## src/rtl/spi_reg_pkg.sv

```systemverilog
// Shared constants, FSM state encoding and frame builder for the SPI register link.
// The slave side of the link uses the same constants.
package spi_reg_pkg;

    localparam int FRAME_BITS = 40;
    localparam int ADDR_W     = 7;
    localparam int DATA_W     = 32;
    localparam int RW_BIT     = 39;
    localparam int BIT_CNT_W  = $clog2(FRAME_BITS + 1);

    typedef enum logic [2:0] {
        IDLE,
        SETUP,
        SHIFT,
        HOLD,
        GAP
    } spi_state_e;

    // Assemble the on-wire frame: rw, then address, then data (zeros for reads).
    function automatic logic [FRAME_BITS-1:0] build_frame(
        input logic              rw,
        input logic [ADDR_W-1:0] addr,
        input logic [DATA_W-1:0] wdat
    );
        logic [FRAME_BITS-1:0] frame;
        frame                       = '0;
        frame[RW_BIT]               = rw;
        frame[RW_BIT-1 -: ADDR_W]   = addr;
        frame[DATA_W-1:0]           = rw ? '0 : wdat;
        return frame;
    endfunction

endpackage

```

## src/rtl/spi_sclk_div.sv

```systemverilog
// SCLK phase timer: counts DIV-cycle phases while enabled and, when sclk_run is
// set, toggles SCLK at each phase boundary and flags the rising/falling edges
// one cycle before they appear on the pin.
module spi_sclk_div #(
    parameter int unsigned DIV = 4
) (
    input  logic clk,
    input  logic reset,
    input  logic enable,
    input  logic sclk_run,
    output logic tick,
    output logic rise,
    output logic fall,
    output logic sclk
);

    localparam int CNT_W = 8;

    logic [CNT_W-1:0] cnt;

    assign tick = enable && (cnt == CNT_W'(DIV - 1));
    assign rise = sclk_run && tick && !sclk;
    assign fall = sclk_run && tick && sclk;

    // Phase counter: held at zero while idle so every frame starts on a fresh phase.
    always_ff @(posedge clk) begin
        if (reset || !enable) begin
            cnt <= '0;
        end else if (tick) begin
            cnt <= '0;
        end else begin
            cnt <= cnt + 1'b1;
        end
    end

    // SCLK register: parked low outside the shift window, toggled on phase boundaries.
    always_ff @(posedge clk) begin
        if (reset || !sclk_run) begin
            sclk <= 1'b0;
        end else if (tick) begin
            sclk <= ~sclk;
        end
    end

endmodule

```

## src/rtl/spi_reg_master.sv

```systemverilog
// SPI mode-0 register master: sends a 40-bit command/data frame and, for reads,
// returns the last 32 bits clocked in on MISO.
module spi_reg_master
    import spi_reg_pkg::*;
#(
    parameter int unsigned DIV = 4
) (
    input  logic              clk,
    input  logic              reset,
    input  logic              start,
    input  logic              rw,
    input  logic [ADDR_W-1:0] addr,
    input  logic [DATA_W-1:0] wdat,
    output logic              busy,
    output logic              done,
    output logic [DATA_W-1:0] rdat,
    output logic              spi_csl,
    output logic              spi_sclk,
    output logic              spi_mosi,
    input  logic              spi_miso
);

    spi_state_e state;
    spi_state_e state_next;

    logic                  tick;
    logic                  sclk_rise;
    logic                  sclk_fall;
    logic                  div_en;
    logic                  sclk_run;
    logic                  capture;
    logic                  last_bit;
    logic                  frame_end;
    logic                  active_next;
    logic                  rw_q;
    logic [FRAME_BITS-1:0] frame_in;
    logic [FRAME_BITS-1:0] tx_shift;
    logic [DATA_W-1:0]     rx_shift;
    logic [BIT_CNT_W-1:0]  bit_cnt;

    assign frame_in    = build_frame(rw, addr, wdat);
    assign capture     = (state == IDLE) && start;
    assign div_en      = (state != IDLE);
    assign sclk_run    = (state == SHIFT);
    assign last_bit    = sclk_fall && (bit_cnt == BIT_CNT_W'(FRAME_BITS - 1));
    assign frame_end   = (state == HOLD) && tick;
    assign active_next = (state_next == SETUP) || (state_next == SHIFT) || (state_next == HOLD);

    spi_sclk_div #(
        .DIV (DIV)
    ) u_sclk_div (
        .clk      (clk),
        .reset    (reset),
        .enable   (div_en),
        .sclk_run (sclk_run),
        .tick     (tick),
        .rise     (sclk_rise),
        .fall     (sclk_fall),
        .sclk     (spi_sclk)
    );

    // State register.
    always_ff @(posedge clk) begin
        if (reset) begin
            state <= IDLE;
        end else begin
            state <= state_next;
        end
    end

    // Next-state logic: each non-idle state lasts whole SCLK phases.
    always_comb begin
        state_next = state;
        case (state)
            IDLE:    if (capture)  state_next = SETUP;
            SETUP:   if (tick)     state_next = SHIFT;
            SHIFT:   if (last_bit) state_next = HOLD;
            HOLD:    if (tick)     state_next = GAP;
            GAP:     if (tick)     state_next = IDLE;
            default:               state_next = IDLE;
        endcase
    end

    // Registered status and chip select, derived from where the FSM is heading.
    always_ff @(posedge clk) begin
        if (reset) begin
            spi_csl <= 1'b1;
            busy    <= 1'b0;
            done    <= 1'b0;
        end else begin
            spi_csl <= !active_next;
            busy    <= (state_next != IDLE);
            done    <= frame_end;
        end
    end

    // Transmit path: first bit presented at capture, later bits on SCLK falls.
    always_ff @(posedge clk) begin
        if (reset) begin
            tx_shift <= '0;
            spi_mosi <= 1'b0;
            bit_cnt  <= '0;
            rw_q     <= 1'b0;
        end else if (capture) begin
            spi_mosi <= frame_in[FRAME_BITS-1];
            tx_shift <= {frame_in[FRAME_BITS-2:0], 1'b0};
            bit_cnt  <= '0;
            rw_q     <= rw;
        end else if (!active_next) begin
            spi_mosi <= 1'b0;
        end else if (sclk_fall) begin
            spi_mosi <= tx_shift[FRAME_BITS-1];
            tx_shift <= {tx_shift[FRAME_BITS-2:0], 1'b0};
            bit_cnt  <= bit_cnt + 1'b1;
        end
    end

    // Receive path: a 32-bit window so the command-byte samples fall off the top.
    always_ff @(posedge clk) begin
        if (reset) begin
            rx_shift <= '0;
        end else if (sclk_rise) begin
            rx_shift <= {rx_shift[DATA_W-2:0], spi_miso};
        end
    end

    // Read result: committed only when a read frame completes.
    always_ff @(posedge clk) begin
        if (reset) begin
            rdat <= '0;
        end else if (frame_end && rw_q) begin
            rdat <= rx_shift;
        end
    end

endmodule

```

## config.mk

```make
export PLATFORM = sky130hd
export DESIGN_NAME = spi_reg_master
export DESIGN_NICKNAME = d
export VERILOG_FILES = /design/src/rtl/spi_reg_pkg.sv /design/src/rtl/spi_sclk_div.sv /design/src/rtl/spi_reg_master.sv
export SDC_FILE = /design/constraint.sdc
export NUM_CORES = 1
export LEC_CHECK = 0
export CAP_MARGIN = 25
export CORE_UTILIZATION = 46
export CTS_CLUSTER_DIAMETER = 200
export DETAILED_ROUTE_END_ITERATION = 16
export PLACE_DENSITY = 0.71
export SKIP_LAST_GASP = 1
export SYNTH_ARGS = -nofsm -noshare
export SYNTH_HDL_FRONTEND = slang
export SYNTH_SLANG_ARGS = --single-unit
```

## constraint.sdc

```tcl
create_clock -name clk -period 5.6 [get_ports clk]
set_input_delay 0.84 -clock clk [delete_from_list [all_inputs] [get_ports clk]]
set_output_delay 0.84 -clock clk [all_outputs]
set_load 0.01 [all_outputs]
```

==> impl_results.html <==
<table>
<tr><th>Metric</th><th>Value</th></tr>
<tr><th colspan="2">Outcome</th></tr>
<tr><td>Result of the run</td><td>complete, no violations</td></tr>
<tr><th colspan="2">Layout</th></tr>
<tr><td>Count of nets after finishing</td><td>about 610</td></tr>
<tr><td>Fraction of final layout cells with drive strength greater than 1</td><td>around 8%</td></tr>
<tr><td>Summed area of non-filler cells in the final layout</td><td>approximately 0.0063 mm²</td></tr>
<tr><td>Final Util</td><td>between 60 and 70%</td></tr>
<tr><td>Syn-to-layout area delta</td><td>30.57%</td></tr>
<tr><td>Antenna diode count</td><td>0</td></tr>
<tr><td>Non-filler cells, final</td><td>just over 700</td></tr>
<tr><th colspan="2">Pwr</th></tr>
<tr><td>Power Density</td><td>between 300 and 400 mW/mm²</td></tr>
<tr><td>Sequential power share</td><td>between 40% and 50%</td></tr>
<tr><td>Comb power frac</td><td>approximately 4.2%</td></tr>
<tr><td>Post-layout total power</td><td>a little over 2 mW</td></tr>
<tr><td>Maximum VDD drop</td><td>slightly above 200 µV</td></tr>
<tr><td>Internal power</td><td>roughly 1.6 mW</td></tr>
<tr><td>Net switching fraction of the power</td><td>between 20% and 30%</td></tr>
<tr><td>Net Sw Power</td><td>between 0.4 and 0.5 mW</td></tr>
<tr><td>Leakage</td><td>between 2 and 3 nW</td></tr>
<tr><td>Clk pwr share</td><td>51.2%</td></tr>
<tr><th colspan="2">Die</th></tr>
<tr><td>Row count</td><td>37</td></tr>
<tr><td>Die Height</td><td>~100 µm</td></tr>
<tr><td>DIE WIDTH</td><td>104.8 µm</td></tr>
<tr><td>Die outline area</td><td>0.01098 mm²</td></tr>
<tr><td>I/O pin cnt</td><td>81</td></tr>
<tr><td>Core Footprint</td><td>a little over 0.01 mm²</td></tr>
<tr><td>Starting Density</td><td>47.27%</td></tr>
<tr><th colspan="2">Critical path</th></tr>
<tr><td>WS Path Type</td><td>in2reg</td></tr>
<tr><td>Arrival time at the worst endpoint</td><td>3.01 ns</td></tr>
<tr><td>List of cells traversed by the critical path</td><td>clkdlybuf4s50_1 &gt; or4b_1 &gt; buf_4 &gt; nor3_2 &gt; nand2_1 &gt; o21ai_0</td></tr>
<tr><td>Maximum single-stage delay on the critical path</td><td>0.76 ns</td></tr>
<tr><td>Critical path origin</td><td>start</td></tr>
<tr><td>Worst r2r dst</td><td>bit_cnt[5]</td></tr>
<tr><td>Highest net fanout along the worst path</td><td>28</td></tr>
<tr><td>Worst path bufs/invs</td><td>2</td></tr>
<tr><td>Kind of start point of the critical path</td><td>input port</td></tr>
<tr><td>Source of the worst register-to-register timing path</td><td>u_sclk_div.cnt[0]</td></tr>
<tr><td>Type of destination of the critical path</td><td>register</td></tr>
<tr><td>Worst setup path endpoint</td><td>tx_shift[19]</td></tr>
<tr><td>Cell with the largest stage delay on the worst path</td><td>nor3_2</td></tr>
<tr><td>Data required time of the critical path</td><td>roughly 6.0 ns</td></tr>
<tr><td>R2R cell count</td><td>5</td></tr>
<tr><td>Stages on the worst setup path</td><td>6</td></tr>
<tr><td>Worst path top cell family by delay</td><td>simple AND/OR/NAND/NOR gates</td></tr>
<tr><td>Register-to-register setup slack</td><td>between 3 and 4 ns</td></tr>
<tr><th colspan="2">Placement</th></tr>
<tr><td>Pre-CTS WS</td><td>around 2.5 ns</td></tr>
<tr><td>Area after detailed placement</td><td>around 0.0057 mm²</td></tr>
<tr><td>Post-detail-place hpwl</td><td>between 6000 and 7000 µm</td></tr>
<tr><td>Placed cell count</td><td>between 600 and 700</td></tr>
<tr><td>Count of buffers from port buffering</td><td>80</td></tr>
<tr><td>GPL Wtd Cong</td><td>slightly below 0.8</td></tr>
<tr><th colspan="2">Global routing</th></tr>
<tr><td>Initial antenna violation count</td><td>1</td></tr>
<tr><td>First-pass GRT wire length</td><td>roughly 17,000 µm</td></tr>
<tr><td>Gr ovfl total</td><td>0</td></tr>
<tr><td>Largest net degree at the start of global routing</td><td>97</td></tr>
<tr><td>Vias in the first global route</td><td>about 3,700</td></tr>
<tr><td>Overall track demand over capacity in global routing</td><td>about 19%</td></tr>
<tr><th colspan="2">Logic synthesis</th></tr>
<tr><td>Distinct cell type count after synthesis</td><td>40</td></tr>
<tr><td>Part of the Yosys area used for sequential elements</td><td>51.92%</td></tr>
<tr><td>Yosys warning total</td><td>0</td></tr>
<tr><td>Number of enable-type register cells in the synthesized netlist</td><td>0</td></tr>
<tr><td>Post-Syn Area per Cell</td><td>around 9.8 µm²</td></tr>
<tr><td>Ys flop type</td><td>dfxtp_1</td></tr>
<tr><td>Register bit count reported by yosys</td><td>~130</td></tr>
<tr><td>Post-synthesis instance area</td><td>between 0.004 and 0.005 mm²</td></tr>
<tr><td>Number of nets produced by synthesis</td><td>between 500 and 600</td></tr>
<tr><td>Number of standard cells after synthesis</td><td>around 500</td></tr>
<tr><td>FFs w/ async S/R, synth</td><td>0%</td></tr>
<tr><th colspan="2">STA</th></tr>
<tr><td>Tcrit/Tclk final</td><td>between 40% and 50%</td></tr>
<tr><td>Min cycle time layout</td><td>approximately 2.6 ns</td></tr>
<tr><td>Setup TNS</td><td>0 ns</td></tr>
<tr><td>Slew margin rel.</td><td>31.63%</td></tr>
<tr><td>Fin worst setup slack</td><td>3.010 ns</td></tr>
<tr><td>Max-slew violation count</td><td>0</td></tr>
<tr><td>Fmax</td><td>roughly 390 MHz</td></tr>
<tr><td>Hold violation total from the final report</td><td>0</td></tr>
<tr><td>Worst hold slack</td><td>around 0.47 ns</td></tr>
<tr><td>Number of failing setup endpoints in the final timing report</td><td>0</td></tr>
<tr><td>RSZ-0062 raised after global routing</td><td>no</td></tr>
<tr><td>Max Clock Skew</td><td>between 0.007 and 0.008 ns</td></tr>
<tr><td>Slew of the pin with the lowest slew margin</td><td>1.023 ns</td></tr>
<tr><th colspan="2">Routing</th></tr>
<tr><td>Detailed-route vias per instance</td><td>roughly 5.3</td></tr>
<tr><td>Wire length per cell</td><td>roughly 14 µm</td></tr>
<tr><td>DRC viols</td><td>0</td></tr>
<tr><td>Routed via count</td><td>between 3,000 and 4,000</td></tr>
<tr><td>Drt pass-1 iters</td><td>4</td></tr>
<tr><td>Residual antenna-violating net count after detailed routing</td><td>0</td></tr>
<tr><td>DRC violation total after the first TritonRoute iteration</td><td>133</td></tr>
<tr><td>Sum of routed wire length over all layers</td><td>10,350 µm</td></tr>
<tr><th colspan="2">CTS</th></tr>
<tr><td>TritonCTS clock tree</td><td>built</td></tr>
<tr><td>Clock Latency Late Sink</td><td>roughly 0.5 ns</td></tr>
<tr><td>Sink Count</td><td>126</td></tr>
<tr><td>Clock-pin slew of the registers on the worst-case setup and hold paths</td><td>0.06 ns</td></tr>
<tr><td>Clock buffers created by TritonCTS</td><td>17</td></tr>
<tr><td>Largest buffer count on any clock path</td><td>2</td></tr>
<tr><td>Post-cts hold buffer count</td><td>0</td></tr>
<tr><td>Number of buffers inserted by post-CTS setup repair</td><td>0</td></tr>
<tr><td># H-tree levels</td><td>4</td></tr>
<tr><td>Root buf cell</td><td>clkbuf_8</td></tr>
<tr><td>Post-CTS sizing</td><td>0</td></tr>
<tr><th colspan="2">Worst hold path</th></tr>
<tr><td>Worst hold path class</td><td>reg2reg</td></tr>
<tr><th colspan="2">Flow run</th></tr>
<tr><td>Max-capacitance violation count</td><td>0</td></tr>
</table>
[layer usage]
layer / vias up / wire length (µm) / GRT usage (%)
li1: 1888 / - / -
met1: 1778 / 4639 / 23.88
met2: 82 / 5048 / 31.41
met3: 12 / 560 / 6.613
met4: 2 / 87 / 6.942
met5: - / 16 / 0
[Yosys cell counts, drive strengths merged, types with 2 or more instances]
library cell  number  area share [%]
dfxtp            126              52
mux2i             81              17
nor2              80             6.2
nand3             32             3.4
a21oi             28             2.9
nand2             28             2.2
o21ai             20             2.1
buf               18             1.9
clkbuf            18             1.4
a32oi             15             2.7
nor3               7            0.82
xor2               7             1.3
a22oi              6            0.93
and3               4            0.51
nor4               3            0.70
xnor2              3            0.54
a31oi              2            0.26
ha                 2            0.51
nand2b             2            0.26
nor4b              2            0.49
[layout make-up]
type	count	area [µm²]
Clock buffer	18	417.9
Sequential cell	126	2522
Clock inverter	14	158.9
Fill cell	860	3934
Timing Repair Buffer	85	885.9
Tap cell	136	170.2
Multi-Input combinational cell	336	2188
[sequential cells by signal (all words and copies together), names as in the netlist]
signal,count
spi_mosi,1
rx_shift,32
u_sclk_div.cnt,8
spi_csl,1
rdat,32
busy,1
bit_cnt,6
rw_q,1
tx_shift,39
done,1
u_sclk_div.sclk,1
state,3
[worst min-delay path: cells and delay by family, from the launching register on]
| kind | cells | cell delay, ns |
|---|---|---|
| compound gates | 1 | 0.05 |
| flops | 1 | 0.31 |
| simple gates | 1 | 0.06 |
[power groups by stage]
stage / combinational [mW] / clock [mW] / sequential, mW
after floorplan: 0.0450 / 0 / 0.940
after global placement: 0.0853 / 0 / 0.942
after detailed placement: 0.0874 / 0 / 0.943
after CTS: 0.0880 / 1.08 / 0.923
after global routing: 0.0959 / 1.12 / 0.925
final: 0.0872 / 1.06 / 0.924
[cells by family after synthesis]
kind of cell | after synthesis | synth area share (%)
buffers and inverters | 36 | 3.245
AOI/OAI and AO/OA | 74 | 9.323
muxes | 81 | 16.69
DFF | 126 | 51.92
xor gates and xnor gates | 10 | 1.803
and+or+nand+nor | 169 | 16.51
adders and majority gates | 2 | 0.5150
[cell usage in the layout, fill, tap and decap left out, types with 3 or more instances in the layout]
master / count
nand2_1: 28
clkdlybuf4s50_1: 79
o21ai_0: 20
clkbuf_16: 16
xor2_1: 7
mux2i_1: 81
a32oi_1: 15
nand3_2: 3
nor3_1: 6
clkinvlp_4: 4
a21oi_1: 28
a22oi_1: 6
dfxtp_1: 126
and3_1: 4
xnor2_1: 3
nor2_1: 80
nand3_1: 29
inv_6: 4
[worst min-delay path by stage]
| stage | startpoint | endpoint | slack [ns] | depth (start not counted) |
|---|---|---|---|---|
| 3_5_place_dp | rw_q | rw_q | 0.45 | 2 |
| 5_1_grt | tx_shift[14] | tx_shift[14] | 0.48 | 2 |
| 6_report | tx_shift[15] | tx_shift[15] | 0.47 | 2 |
| 4_1_cts | rw_q | rw_q | 0.46 | 2 |
| 2_1_floorplan | rw_q | rw_q | 0.43 | 2 |
| 3_3_place_gp | rw_q | rw_q | 0.45 | 2 |
Note: power is estimated with default switching activity, not from simulation.
